**src/rtl/vga_timing_gen.sv**
```systemverilog
// Raster timing core: hc/vc counters, visible-region coordinates, line/frame strobes,
// PIPE-delayed syncs and active flag, and a frame-based animation tick divider.
module vga_timing_gen #(
  parameter int H_ACTIVE = 640,
  parameter int H_FP     = 16,
  parameter int H_SYNC   = 96,
  parameter int H_BP     = 48,
  parameter int V_ACTIVE = 480,
  parameter int V_FP     = 10,
  parameter int V_SYNC   = 2,
  parameter int V_BP     = 29,
  parameter bit HS_POL   = 1'b0,
  parameter bit VS_POL   = 1'b0,
  parameter int PIPE     = 2,
  parameter int ANIM_DIV = 1,
  parameter int CW       = 10
) (
  input  logic          dclk,
  input  logic          clr_n,
  input  logic          en,
  input  logic          anim_pause,
  output logic          hsync,
  output logic          vsync,
  output logic          active,
  output logic [CW-1:0] px,
  output logic [CW-1:0] py,
  output logic          line_start,
  output logic          frame_start,
  output logic          anim_tick,
  output logic [15:0]   frame_cnt
);

  localparam int H_TOTAL = H_SYNC + H_BP + H_ACTIVE + H_FP;
  localparam int V_TOTAL = V_SYNC + V_BP + V_ACTIVE + V_FP;

  localparam logic [CW-1:0] H_LAST    = CW'(H_TOTAL - 1);
  localparam logic [CW-1:0] V_LAST    = CW'(V_TOTAL - 1);
  localparam logic [CW-1:0] H_SYNC_C  = CW'(H_SYNC);
  localparam logic [CW-1:0] V_SYNC_C  = CW'(V_SYNC);
  localparam logic [CW-1:0] H_VIS_BEG = CW'(H_SYNC + H_BP);
  localparam logic [CW-1:0] H_VIS_END = CW'(H_SYNC + H_BP + H_ACTIVE);
  localparam logic [CW-1:0] V_VIS_BEG = CW'(V_SYNC + V_BP);
  localparam logic [CW-1:0] V_VIS_END = CW'(V_SYNC + V_BP + V_ACTIVE);
  localparam logic [15:0]   DIV_LAST  = 16'(ANIM_DIV - 1);

  logic [CW-1:0] hc_q, hc_d;
  logic [CW-1:0] vc_q, vc_d;
  logic [15:0]   div_q, div_d;
  logic [15:0]   frame_cnt_q, frame_cnt_d;

  logic hs_raw, vs_raw, act_raw, h_vis, v_vis;
  logic hs_dly, vs_dly, act_dly;
  logic fs_raw, ls_raw, tick_raw;

  // Raster counters: vc only moves on the last pixel of a line.
  always_comb begin
    hc_d = hc_q;
    vc_d = vc_q;
    if (en) begin
      if (hc_q == H_LAST) begin
        hc_d = '0;
        vc_d = (vc_q == V_LAST) ? '0 : vc_q + CW'(1);
      end else begin
        hc_d = hc_q + CW'(1);
      end
    end
  end

  always_comb begin
    hs_raw  = (hc_q < H_SYNC_C);
    vs_raw  = (vc_q < V_SYNC_C);
    h_vis   = (hc_q >= H_VIS_BEG) && (hc_q < H_VIS_END);
    v_vis   = (vc_q >= V_VIS_BEG) && (vc_q < V_VIS_END);
    act_raw = h_vis && v_vis;
    px      = act_raw ? (hc_q - H_VIS_BEG) : '0;
    py      = act_raw ? (vc_q - V_VIS_BEG) : '0;
  end

  // Strobes are suppressed while reset is held so nothing downstream sees a stale frame edge.
  always_comb begin
    ls_raw   = en && clr_n && (hc_q == '0);
    fs_raw   = ls_raw && (vc_q == '0);
    tick_raw = fs_raw && !anim_pause && (div_q == DIV_LAST);
  end

  always_comb begin
    div_d       = div_q;
    frame_cnt_d = frame_cnt_q;
    if (fs_raw) begin
      frame_cnt_d = frame_cnt_q + 16'd1;
      if (!anim_pause) begin
        div_d = (div_q == DIV_LAST) ? 16'd0 : div_q + 16'd1;
      end
    end
  end

  always_ff @(posedge dclk) begin
    if (!clr_n) begin
      hc_q        <= '0;
      vc_q        <= '0;
      div_q       <= '0;
      frame_cnt_q <= '0;
    end else begin
      hc_q        <= hc_d;
      vc_q        <= vc_d;
      div_q       <= div_d;
      frame_cnt_q <= frame_cnt_d;
    end
  end

  // Delay line for {hs, vs, act}; stage 0 takes the raw values, stage PIPE-1 drives the outputs.
  generate
    if (PIPE == 0) begin : g_no_pipe
      assign hs_dly  = hs_raw;
      assign vs_dly  = vs_raw;
      assign act_dly = act_raw;
    end else begin : g_pipe
      logic [2:0] sr_q [PIPE];
      logic [2:0] sr_d [PIPE];

      always_comb begin
        sr_d = sr_q;
        if (en) begin
          sr_d[0] = {hs_raw, vs_raw, act_raw};
          for (int i = 1; i < PIPE; i++) begin
            sr_d[i] = sr_q[i-1];
          end
        end
      end

      always_ff @(posedge dclk) begin
        if (!clr_n) begin
          for (int i = 0; i < PIPE; i++) begin
            sr_q[i] <= 3'b000;
          end
        end else begin
          sr_q <= sr_d;
        end
      end

      assign hs_dly  = sr_q[PIPE-1][2];
      assign vs_dly  = sr_q[PIPE-1][1];
      assign act_dly = sr_q[PIPE-1][0];
    end
  endgenerate

  // Polarity is applied after the delay so cleared stages read as deasserted syncs.
  assign hsync       = HS_POL ? hs_dly : !hs_dly;
  assign vsync       = VS_POL ? vs_dly : !vs_dly;
  assign active      = act_dly;
  assign line_start  = ls_raw;
  assign frame_start = fs_raw;
  assign anim_tick   = tick_raw;
  assign frame_cnt   = frame_cnt_q;

endmodule

```
**config.mk**
```make
export PLATFORM = sky130hd
export DESIGN_NAME = vga_timing_gen
export DESIGN_NICKNAME = d
export VERILOG_FILES = /design/src/rtl/vga_timing_gen.sv
export SDC_FILE = /design/constraint.sdc
export NUM_CORES = 1
export LEC_CHECK = 0
export ABC_AREA = 1
export BUFFER_PORTS_ARGS = -buffer_cell sky130_fd_sc_hd__buf_2
export CAP_MARGIN = 20
export CORE_ASPECT_RATIO = 1.1
export CORE_MARGIN = 2
export CORE_UTILIZATION = 55
export CTS_BUF_LIST = sky130_fd_sc_hd__clkbuf_2
export CTS_CLUSTER_SIZE = 30
export DETAILED_ROUTE_END_ITERATION = 12
export PLACE_DENSITY_LB_ADDON = 0.15
export RECOVER_POWER = 50
export SKIP_LAST_GASP = 1
export SYNTH_ARGS = -nofsm -noshare
export SYNTH_HDL_FRONTEND = slang
export SYNTH_SLANG_ARGS = --single-unit
```
**constraint.sdc**
```tcl
create_clock -name dclk -period 2 [get_ports dclk]
set_clock_uncertainty 0.2 [all_clocks]
set_input_delay 0.2 -clock dclk [delete_from_list [all_inputs] [get_ports dclk]]
set_output_delay 0.2 -clock dclk [all_outputs]
set_load 0.02 [all_outputs]
```
* Word level (Yosys, flattened, before mapping)
Cells that the tools add are included.
** Word-level totals
- Register bits after elaboration :: 58
- Input bits :: 4
- Output and inout port bits :: 42
- Logic and storage cells :: 42
** Operators by class
- Add/sub/neg operators :: 6
- Order comparisons :: 6
- Eq/ne operators :: 2
- Multiplexer cells :: 5
- Bitwise gates (word level) :: 1
- Reduce and logical (&&, ||, !) cells :: 16
** Operator list (count)
- 10-bit 2-to-1 mux :: 4
- 16-bit by 1-bit adder with 16-bit output, second input constant :: 2
- 10-bit by 1-bit adder with 10-bit output, second input constant :: 2
- 10-bit equality test, second input constant :: 2
- 10-bit logical NOT :: 2
- 16-bit logical NOT :: 1
- 16-bit 2-to-1 mux :: 1
- 10-bit by 5-bit greater-or-equal comparator with 1-bit output, second input constant :: 1
- 10-bit by 8-bit greater-or-equal comparator with 1-bit output, second input constant :: 1
- 10-bit less-than comparator, second input constant :: 1
- 10-bit by 2-bit less-than comparator with 1-bit output, second input constant :: 1
- 10-bit by 7-bit less-than comparator with 1-bit output, second input constant :: 1
- 10-bit by 9-bit less-than comparator with 1-bit output, second input constant :: 1
- 10-bit by 5-bit subtractor with 10-bit output, second input constant :: 1
- 10-bit by 8-bit subtractor with 10-bit output, second input constant :: 1
- 1-bit logical AND :: 8
- 2-bit AND reduction :: 2
- 1-bit logical NOT :: 3
- 1-bit inverter :: 1

* Logic depth before layout (Yosys ltp)
Gate-level depths: netlist of the first run.
- Depth after elaboration :: 5
- Gate-level depth with buffers :: 11
- Depth with buffers taken out :: 11

* Worst setup path before layout of the first run
No wires, ideal clock.
- Path type :: register -> output
- From :: register hc_q[4]
- To :: output px[6]
- Data arrival time :: 1.670 ns
- Required time :: 1.600 ns
- Slack :: -0.070 ns
- Cell stages (with the launch flop) :: 9
- Buffers on the path :: 1
- Path through :: dfxtp_1 -> inv_1 -> ha_1 -> a21oi_1 -> inv_1 -> nand3_1 -> nand3_1 -> buf_2 -> a21oi_1
** Between the ends
- Word-level cells in the longest chain between the ends :: 4
- Elaborated cells on any way between the ends :: 6
- Those cells by class :: add/sub (1); order compare (2); mux (1); reduce/logical (2)
** RTL lines
- start, declared :: RTL line 46 : logic [CW-1:0] hc_q, hc_d;
- start signal, assigned :: RTL line 99 : hc_q <= '0;
- start signal, assigned :: RTL line 104 : hc_q <= hc_d;
- 10-bit by 8-bit greater-or-equal comparator with 1-bit output / 10-bit less-than comparator (equally long branches) :: RTL line 72 : h_vis = (hc_q >= H_VIS_BEG) && (hc_q < H_VIS_END);
- 1-bit logical AND :: RTL line 72
- 1-bit logical AND :: RTL line 74 : act_raw = h_vis && v_vis;
- 10-bit 2-to-1 mux (*) :: RTL line 75 : px = act_raw ? (hc_q - H_VIS_BEG) : '0;
- end, declared :: RTL line 25 : output logic [CW-1:0] px,
Every way passes the cells marked *; elsewhere a longest branch is shown, timed or not.

* Worst setup path after layout of the first run
- From :: register vc_q[0]
- To :: output px[0]
** Between the ends
- Word-level cells in the longest chain between the ends :: 4
- Elaborated cells on any way between the ends :: 5
- Those cells by class :: order compare (2); mux (1); reduce/logical (2)
** RTL lines
- start, declared :: RTL line 47 : logic [CW-1:0] vc_q, vc_d;
- start signal, assigned :: RTL line 105 : vc_q <= vc_d;
- 10-bit by 5-bit greater-or-equal comparator with 1-bit output / 10-bit by 9-bit less-than comparator with 1-bit output (equally long branches) :: RTL line 73 : v_vis = (vc_q >= V_VIS_BEG) && (vc_q < V_VIS_END);
- 1-bit logical AND (*) :: RTL line 73
- 1-bit logical AND (*) :: RTL line 74
- 10-bit 2-to-1 mux (*) :: RTL line 75
Marks and branches as above.

==> results of run 1 <==
[synthesized netlist by cell type, drive strengths merged]
cell    number  area [µm²]
inv         77         289
a31oi        2        12.5
dfxtp       58        1160
a21oi       34         174
o21bai       1        7.51
buf          6        55.1
nand3       45         263
and3         1        6.26
nand3b       1        7.51
nor3        19         115
o21ai       22         110
nand4       16         100
nor2       119         495
or2          1        6.26
ha          11         138
o31ai        1        7.51
clkbuf       5        18.8
xnor2        3        26.3
xor2         6        52.6
nand2      141         544
[stage by stage]
step	setup WS (ps)	cell area [µm²]	hold WS, ps	power [mW]	utilization (%)
after floorplan	-18.8	3600	208	1.32	-
after detailed placement	-8.23	4100	241	1.38	65.7
after global placement	53.7	4100	240	1.37	65.7
after CTS	-465	4630	36.6	2.00	74.2
after global routing	-752	5010	76.1	2.14	80.4
final	-744	5010	76.9	2.07	80.4
[layout make-up]
class	count	area, µm²
clock buffers	12	60.1
clock inverters	4	18.8
fillers	434	1220
inverters	77	304
multi-input cells	423	2390
flip-flops and latches	58	1170
well taps	80	100
repair buffers	121	958
[power by group through the flow]
stage | clock (mW) | combinational, mW | sequential (mW)
after detailed placement | 0 | 0.173 | 1.20
final | 0.662 | 0.226 | 1.18
after global routing | 0.710 | 0.247 | 1.18
after CTS | 0.631 | 0.194 | 1.18
after global placement | 0 | 0.170 | 1.20
after floorplan | 0 | 0.109 | 1.21
[flip-flops by register name, summed over array words and instances (netlist names)]
| name | cells |
|---|---|
| active | 1 |
| g_pipe.sr_q | 5 |
| hc_q | 10 |
| frame_cnt | 16 |
| vc_q | 10 |
| div_q | 16 |
[worst paths after layout]
check | start | to | slack, ps | depth (start not counted)
min reg2reg | g_pipe.sr_q[2]$_SDFFE_PN0P_ | g_pipe.sr_q[2]$_SDFFE_PN0P_ | 260 | 2
max | vc_q[0]$_SDFFE_PN0P_ | px[0] | -740 | 10
min | clr_n | frame_cnt[14]$_SDFFE_PN0P_ | 80 | 7
max reg2reg | hc_q[4]$_SDFFE_PN0P_ | vc_q[7]$_SDFFE_PN0P_ | -90 | 11
[tightest hold or removal path: cells and delay by family]
kind	cells	cell delay (ps)
compound gates	1	50
buf+inv	2	170
simple gates	4	360
[routing by layer]
metal	global-route usage (%)	up-vias
met4	16.0	0
li1	-	2057
met2	50.0	274
met5	0	-
met3	4.29	80
met1	37.4	2020
[timing repair]
action,in CTS,in global routing
buffers inserted,25,18
setup endpoints to repair,26,55
pin swaps,17,27
hold buffers,4,0
cloned,1,1
resized for setup,67,96
endpoints found under the hold margin,36,0
[logic make-up (layout without fill, tap and decap cells)]
family,count (synthesis),in the layout,share of synthesized area [%]
DFF,58,58,32.3
adders and majority gates,11,11,3.83
and+or+nand+nor,343,343,42.8
AOI/OAI and AO/OA,60,60,8.68
xor gates and xnor gates,9,9,2.20
buffers and inverters,88,214,10.1
==> out/metrics.yaml, run 1 <==
setup.worst_path.end_class: "output pin"
rsz0062_at_grt: "yes"
worst_slew_pin_slew_ps: 536
power_report.internal_total_mw: 1.43
cts_tree: "built"
cts_bufs_inserted: 9
start_util_pct: 57.6
comb_power_share_pct: 10.9
place_inst: 716
vias: 4431
outcome: "complete, but fails checks"
wire_length_of_the_first_global_routing_pass_mm: 16.8
drt_first_pass_iters: 5
finish.net_count: 705
cp.buffers_inverters: 3
wl_met2_mm: 6.14
top_layer: "met4"
place.port_buffers: 45
timing.hold.worst.class: "input pin to flip-flop"
path_clk_slew_ps: 230
worst_max_slew_margin_expressed_relative_to_the_limit_pct: 64.3
finalWorstPathRequiredPeriod_ps: 2740
remaining_drc_errors: 0
switching_power_mw: 0.640
violations: "setup timing"
crit_path_cell_chain: "ha_4 > nand2_4 > inv_4 > nand2_4 > nor2_4 > nor3_4 > nand3_4 > buf_8 > nor2_1 > buf_4"
ctsLongestPathBuffers: 2
synth-warning-count: 0
wl_per_cell_um: 16.4
wl_met1_mm: 4.80
fp.dieH_um: 88.7
top_ports: 46
viasPerCell: 5.72
antenna_left: 0
leakagePower_nw: 2.25
cp_common_cell: "sky130_fd_sc_hd__nand2_4"
clkPwrFrac_pct: 32.0
critPathTopFamily: "simple AND/OR/NAND/NOR gates"
flow.area_growth_from_synthesis_pct: 39.6
clockRootBuffer: "sky130_fd_sc_hd__clkbuf_2"
die_width_um: 81.0
place.detailed.hpwl_mm: 6.53
maxCapViolCount: 0
worst-setup-path-type: "flip-flop to output pin"
crit_path_arrival_time_ps: 2340
synthesis.nets: 584
clock_sink_total: 58
grt_max_degree: 19
grt_antenna_before_repair: 0
wl_mm: 12.7
num_rows: 30
cellPowerDensity_nw_per_um2: 413
latest_clock_arrival_within_the_worst_skew_pair_ps: 550
crit_path_start_kind: "flip-flop"
sequentialPowerShare_pct: 57.0
power.share.switching_pct: 30.9
critical_path_required_ps: 1600
postSynthCellCount: 569
report.final.hold_viol_count: 0
globalRouteOverflowTotal: 0
met3_wirelength_mm: 1.07
track_usage_pct: 30.0
final.setup.worst_slack_ps: -744
report.final.setup_viol: 34
die_area_um2: 7190
post_synth.cell_area_avg_um2: 6.31
drt_iter0_markers: 374
cp_slowest_cell: "sky130_fd_sc_hd__dfxtp_2"
clock_tree.htree_level_count: 3
n_antenna_cell: 0
seq_area_frac_synth_pct: 32.3
peakVddDrop_uv: 281
synth-seq-cells: 58
design.core.area_um2: 6230
critical_path.max_stage_delay_ps: 400
synth.cell_area_um2: 3590
final.setup.tns_ps: -14670
max_freq_mhz: 364
finish.cell_count_without_fillers: 775
drive_gt1_share_pct: 30.5
globalplace.congestion: 0.928
mostFrequentLayoutCells: "127 x sky130_fd_sc_hd__nand2_1, 90 x sky130_fd_sc_hd__nor2_1, 65 x sky130_fd_sc_hd__buf_4"
yosys.cell_types.count: 33
grt_pass1_vias: 3714
critPathMaxFanout: 7
slew_viol_final: 0
final_common_cell: "sky130_fd_sc_hd__nand2_1"
timing.final.crit_share_pct: 137
(Power assumes the default switching activity.)
==> run 2: changes to the inputs <==
BUFFER_PORTS_ARGS = -buffer_cell sky130_fd_sc_hd__clkbuf_2   (was -buffer_cell sky130_fd_sc_hd__buf_2)
CTS_BUF_LIST = not set   (was sky130_fd_sc_hd__clkbuf_2)
==> out/metrics.yaml, run 2 (synthesized netlist as in run 1, its figures left out) <==
antenna_left: 0  # unchanged
flow.area_growth_from_synthesis_pct: 40.4
multi_input_comb_area_um2: 2460  # +2.7%
rr_startpoint: "hc_q[0]$_SDFFE_PN0P_"
worst_hold_startpoint: "en"
drt_first_pass_iters: 5  # unchanged
final_common_cell: "sky130_fd_sc_hd__nand2_1"
clock_sink_total: 58  # unchanged
peakVddDrop_uv: 257  # -8.6%
sequentialPowerShare_pct: 49.6  # -7.4 points
n_antenna_cell: 0  # unchanged
worst-setup-path-type: "flip-flop to output pin"
wl_per_cell_um: 15.8  # -3.2%
worst_slew_pin_slew_ps: 450  # -85.4 ps
cp_slowest_cell: "sky130_fd_sc_hd__dfxtp_2"
violations: "setup timing"
wire_length_of_the_first_global_routing_pass_mm: 15.9  # -5.8%
worst_max_slew_margin_expressed_relative_to_the_limit_pct: 69.9  # +5.7 points
worstReg2RegEnd: "hc_q[8]$_SDFFE_PN0P_"
cts_bufs_inserted: 9  # unchanged
slew_viol_final: 0  # unchanged
finish.net_count: 687  # -2.6%
drive_gt1_share_pct: 30.0  # -0.47 points
crit_path_arrival_time_ps: 1970  # -370 ps
max_freq_mhz: 423  # +16%
maxCapViolCount: 0  # unchanged
cts_tree: "built"
clkPwrFrac_pct: 41.4  # +9.4 points
comb_power_share_pct: 9.0  # -1.9 points
worstRegToRegCells: 11  # unchanged
ctsLongestPathBuffers: 2  # unchanged
critPathMaxFanout: 6  # -1
report.final.setup_viol: 35  # +2.9%
layout.filler_cells: 396  # -8.8%
crit_path_start_kind: "flip-flop"
power_mw: 2.38  # +15%
vias: 4289  # -3.2%
mostFrequentLayoutCells: "132 x sky130_fd_sc_hd__nand2_1, 88 x sky130_fd_sc_hd__nor2_1, 65 x sky130_fd_sc_hd__inv_1"
globalRouteOverflowTotal: 0  # unchanged
globalplace.congestion: 0.944  # +1.7%
die_width_um: 81.0  # unchanged
crit_path_cell_chain: "inv_4 > ha_4 > a21oi_2 > nor3_4 > nand3_4 > buf_8 > nor3_4 > buf_6"
rsz0062_at_grt: "yes"
clockRootBuffer: "sky130_fd_sc_hd__clkbuf_8"
remaining_drc_errors: 0  # unchanged
timing.hold.worst_endpoint: "hc_q[2]$_SDFFE_PN0P_"
min_path_cells: 3  # -4
top_ports: 46  # unchanged
viasPerCell: 5.67  # -0.77%
drt_iter0_markers: 336  # -10%
cp_common_cell: "sky130_fd_sc_hd__nor3_4"
grt_pass1_vias: 3542  # -4.6%
fp.dieH_um: 88.7  # unchanged
report.final.hold_viol_count: 0  # unchanged
grt_antenna_before_repair: 0  # unchanged
critical_path_required_ps: 1600  # about the same
finalWorstPathRequiredPeriod_ps: 2370  # -378 ps
num_rows: 30  # unchanged
final.setup.worst_slack_ps: -367  # +378 ps
start_util_pct: 57.6  # unchanged
final.setup.tns_ps: -7500  # +7170 ps
whs_ps: 113  # +36.1 ps
power_report.internal_total_mw: 1.75  # +22%
critical_path.max_stage_delay_ps: 340  # -60 ps
latest_clock_arrival_within_the_worst_skew_pair_ps: 340  # -210 ps
timing.hold.worst.class: "input pin to flip-flop"
path_clk_slew_ps: 70  # -160 ps
switching_power_mw: 0.630  # -1.5%
wl_mm: 12.0  # -5.6%
place.detailed.hpwl_mm: 6.66  # +2.1%
setup.worst_path.end_class: "output pin"
timing.reg2reg.setup_slack_ps: -150  # -60 ps
cellPowerDensity_nw_per_um2: 472  # +14%
place.port_buffers: 45  # unchanged
ff_latch_area_um2: 1170  # -0.53%
track_usage_pct: 27.9  # -2.0 points
grt_max_degree: 22  # +3
clock_tree.htree_level_count: 3  # unchanged
timing.final.crit_share_pct: 118  # -19 points
die_area_um2: 7190  # unchanged
leakagePower_nw: 2.25  # about the same
design.core.area_um2: 6230  # unchanged
power.share.switching_pct: 26.5  # -4.4 points
outcome: "complete, but fails checks"
run 2: cell count changes in the layout (fill, tap and decap cells not counted), sizes merged:
cell | before | now
inv | 76 | 77
clkbuf | 33 | 36
nor2 | 119 | 122
dlygate4sd3 | 4 | 1
clkinv | 5 | 3
buf | 96 | 75
run 2: cell type report:
class                           count  share of cell area (%)
Clock inverter                      3                   0.298
Inverter                           77                    5.88
Tap cell                           80                    1.99
Sequential cell                    58                    23.2
Multi-Input combinational cell    426                    48.8
Clock buffer                       12                    3.08
Timing Repair Buffer              100                    16.8
run 2: metrics by stage:
stage	setup slack (ps)	util, %	instances	cell area, µm²
final	-367	80.9	756	5040
after global placement	39.9	66.2	720	4130
after detailed placement	-32.0	66.2	720	4130
after CTS	-299	74.2	742	4620
after global routing	-403	80.9	756	5040
after floorplan	-18.8	-	569	3600
run 2: repair_timing:
action                                  CTS  global route
gates cloned                              1             3
hold endpoints to repair                  2             0
endpoints found under the setup margin   26            54
hold buffers                              1             0
setup buffers                             5            11
resized for setup                        80            93
pin swaps                                 4            11
run 2: how the worst max path moves through the flow:
stage	end	slack, ps	depth (start not counted)	start
2_1_floorplan	px[0]	-20	8	hc_q[4]$_SDFFE_PN0P_
3_3_place_gp	px[4]	40	9	hc_q[5]$_SDFFE_PN0P_
3_5_place_dp	px[4]	-30	9	hc_q[5]$_SDFFE_PN0P_
4_1_cts	py[2]	-300	10	vc_q[0]$_SDFFE_PN0P_
5_1_grt	py[2]	-400	8	hc_q[5]$_SDFFE_PN0P_
6_report	py[2]	-370	8	hc_q[5]$_SDFFE_PN0P_
run 2: critical path: cells and delay by family, from the launching register on:
| family | cells | cell delay (ps) |
|---|---|---|
| compound gates | 1 | 90 |
| fa+ha+maj | 1 | 180 |
| buf+inv | 3 | 430 |
| flops | 1 | 340 |
| simple gates | 3 | 560 |
run 2: power by group through the flow:
| stage | sequential, mW | combinational [mW] | clock, mW |
|---|---|---|---|
| CTS | 1.18 | 0.182 | 0.975 |
| finish | 1.18 | 0.213 | 0.986 |
| detailed placement | 1.20 | 0.169 | 0 |
| global route | 1.18 | 0.230 | 1.04 |
| global placement | 1.20 | 0.167 | 0 |
| floorplan | 1.21 | 0.109 | 0 |
run 2: metal layers:
metal	part of all wire, %	vias to the layer above	track usage [%]	wire [µm]
met5	0	-	0	0
li1	-	2021	-	-
met1	38	1948	33.2	4560
met2	50	251	50.6	5960
met3	7.6	69	3.78	912
met4	4.5	0	10.9	537
==> run 3: changes to the inputs <==
ABC_AREA = not set   (was 1)
==> out/metrics.yaml, run 3 <==
layout.filler_cells: 151  # -62%
critical_path_required_ps: 2020  # +420 ps
place_inst: 596  # -17%
postSynthCellCount: 410  # -28%
maxCapViolCount: 0  # unchanged
rr_startpoint: "hc_q[4]$_SDFFE_PN0P_"
clockRootBuffer: "sky130_fd_sc_hd__clkbuf_8"
wl_per_cell_um: 26.9  # +70%
wl_mm: 17.2  # +43%
synthTopCellsByCount: "58 x sky130_fd_sc_hd__dfxtp_1, 55 x sky130_fd_sc_hd__nor2_1, 27 x sky130_fd_sc_hd__nand2_1"
latest_clock_arrival_within_the_worst_skew_pair_ps: 360  # +20 ps
antenna_left: 0  # unchanged
synth-main-ff-cell: "sky130_fd_sc_hd__dfxtp_1"
biggest_area_consumer_among_synthesized_cells: "sky130_fd_sc_hd__dfxtp_1"
finish.cell_count_without_fillers: 638  # -16%
timing.final.crit_share_pct: 139  # +21 points
max_freq_mhz: 360  # -15%
min_path_cells: 3  # unchanged
grt_pass1_vias: 3956  # +12%
cp_slowest_cell: "sky130_fd_sc_hd__or4_4"
setup.worst_path.end_class: "flip-flop"
finalWorstPathRequiredPeriod_ps: 2780  # +415 ps
finish.net_count: 570  # -17%
outcome: "complete, but fails checks"
die_width_um: 77.3  # -4.6%
wire_length_of_the_first_global_routing_pass_mm: 19.2  # +21%
critical_path.max_stage_delay_ps: 480  # +140 ps
cts_tree: "built"
cp_common_cell: "sky130_fd_sc_hd__buf_6"
yosys.cell_types.count: 46  # +39%
report.final.setup_viol: 67  # +91%
final_common_cell: "sky130_fd_sc_hd__buf_4"
postLayoutCellArea_um2: 5470  # +8.5%
cts_bufs_inserted: 9  # unchanged
ctsLongestPathBuffers: 2  # unchanged
drt_iter0_markers: 805  # +140%
cp.buffers_inverters: 4  # +1
remaining_drc_errors: 0  # unchanged
worstRegToRegCells: 10  # -1
place.detailed.hpwl_mm: 6.56  # -1.5%
rsz0062_at_grt: "yes"
synthesis.nets: 425  # -27%
cellPowerDensity_nw_per_um2: 450  # -4.6%
whs_ps: 130  # +16.9 ps
most_frequent_cell_after_synthesis: "sky130_fd_sc_hd__dfxtp_1"
worst_hold_startpoint: "clr_n"
flow.area_growth_from_synthesis_pct: 68.4
synth-seq-cells: 58  # unchanged
violations: "setup timing"
globalRouteOverflowTotal: 0  # unchanged
drt_first_pass_iters: 8  # +3
post_synth.cell_area_avg_um2: 7.92  # +26%
worst-setup-path-type: "flip-flop to flip-flop"
worstReg2RegEnd: "frame_cnt[1]$_SDFFE_PN0P_"
crit_path_start_kind: "flip-flop"
synth.cell_area_um2: 3250  # -9.5%
timing.hold.worst_endpoint: "vc_q[6]$_SDFFE_PN0P_"
top_ports: 46  # unchanged
fp.dieH_um: 84.6  # -4.7%
num_rows: 29  # -3.3%
timing.hold.worst.class: "input pin to flip-flop"
seq_area_frac_synth_pct: 35.7  # +3.4 points
place.port_buffers: 45  # unchanged
synthTopCellsByArea: "sky130_fd_sc_hd__dfxtp_1 36%, sky130_fd_sc_hd__nor2_1 6.4%, sky130_fd_sc_hd__xnor2_1 5.1%"
asyncSetResetFlopFracSynth_pct: 0  # unchanged
crit_path_cell_chain: "inv_4 > buf_6 > ha_4 > or4bb_4 > or4_4 > clkbuf_16 > buf_6 > nor2_4 > nand2_1 > a21oi_1"
track_usage_pct: 36.9  # +9.0 points
viasPerCell: 7.02  # +24%
path_clk_slew_ps: 90  # +20 ps
design.core.area_um2: 5730  # -8.0%
timing.reg2reg.setup_slack_ps: -780  # -630 ps
cts_hold_repair.buffers: 0  # -1
critPathMaxFanout: 4  # -2
clock_sink_total: 58  # unchanged
leakagePower_nw: 2.12  # -6.0%
start_util_pct: 56.7  # -0.95 points
mostFrequentLayoutCells: "77 x sky130_fd_sc_hd__buf_4, 46 x sky130_fd_sc_hd__dfxtp_1, 30 x sky130_fd_sc_hd__nor2_1"
peakVddDrop_uv: 599  # +130%
grt_max_degree: 33  # +50%
critPathTopFamily: "simple AND/OR/NAND/NOR gates"
crit_path_arrival_time_ps: 2810  # +840 ps
final.setup.worst_slack_ps: -782  # -415 ps
clock_tree.htree_level_count: 3  # unchanged
worst_max_slew_margin_expressed_relative_to_the_limit_pct: 43.1  # -27 points
die_area_um2: 6540  # -9.1%
worst_slew_pin_slew_ps: 848  # +397 ps
drive_gt1_share_pct: 50.7  # +21 points
slew_viol_final: 0  # unchanged
post_dp_cell_area_um2: 4350  # +5.5%
globalplace.congestion: 0.895  # -5.2%
grt_antenna_before_repair: 1  # +1
report.final.hold_viol_count: 0  # unchanged
synthDominantCellAreaShare_pct: 35.7  # +3.4 points
synth-edff-count: 0  # unchanged
vias: 4477  # +4.4%
synth-warning-count: 0  # unchanged
-- run 3: timing repair --
action	CTS	global route
setup endpoints to repair	63	72
cloned	2	1
buffers inserted	12	16
pin swaps	29	30
resized for setup	94	98
-- run 3: worst max path at each step --
stage,from,end,slack (ps),cells past startpoint
3_5_place_dp,hc_q[5]$_SDFFE_PN0P_,div_q[12]$_SDFFE_PN0P_,-510,9
6_report,hc_q[4]$_SDFFE_PN0P_,frame_cnt[1]$_SDFFE_PN0P_,-780,10
2_1_floorplan,hc_q[1]$_SDFFE_PN0P_,div_q[15]$_SDFFE_PN0P_,-580,8
5_1_grt,hc_q[5]$_SDFFE_PN0P_,frame_cnt[1]$_SDFFE_PN0P_,-870,10
3_3_place_gp,hc_q[5]$_SDFFE_PN0P_,div_q[12]$_SDFFE_PN0P_,-480,9
4_1_cts,hc_q[5]$_SDFFE_PN0P_,px[7],-640,8
-- run 3: cell families (layout without fill, tap and decap cells) --
logic type	count (synthesis)	in the layout	share of synthesized area, %
compound gates	61	61	11.2
xor+xnor	27	27	7.28
fa+ha+maj	11	11	4.24
buf+inv	44	194	5.55
flops	58	58	35.7
mux	10	10	3.16
other cells	0	1	0
simple gates	199	199	32.8
-- run 3: metrics by stage --
stage               setup TNS [ps]  util (%)  setup WS, ps  total power, mW
floorplan                   -17350         -          -577             1.28
global placement            -21510      75.9          -476             1.35
detailed placement          -22840      75.9          -511             1.35
CTS                         -27530      88.0          -636             2.36
global route                -39880      95.4          -865             2.51
finish                      -36950      95.4          -782             2.46
-- run 3: power breakdown --
part	internal, mW	switching (mW)
Clock	0.482	0.553
Combinational	0.120	0.136
Sequential	1.16	0.0105
Total	1.76	0.699
-- run 3: layout make-up --
class | instances | area [µm²] | share of cell area [%]
clock buffers | 10 | 138 | 2.52
clock inverters | 6 | 42.5 | 0.778
well taps | 77 | 96.3 | 1.76
multi-input cells | 308 | 2460 | 45.0
repair buffers | 154 | 1440 | 26.4
diodes | 1 | 2.50 | 0.0457
inverters | 24 | 97.6 | 1.78
flip-flops and latches | 58 | 1190 | 21.7
-- run 3: worst min-delay path: cells and delay by family --
kind            cells  cell delay [ps]
compound gates      1              130
buf+inv             2              310
-- run 3: metal layers --
metal | GRT usage (%) | wire, µm
met3 | 6.77 | 2230
met4 | 24.5 | 1830
met5 | 0 | 0
met1 | 42.1 | 5460
met2 | 62.8 | 7650
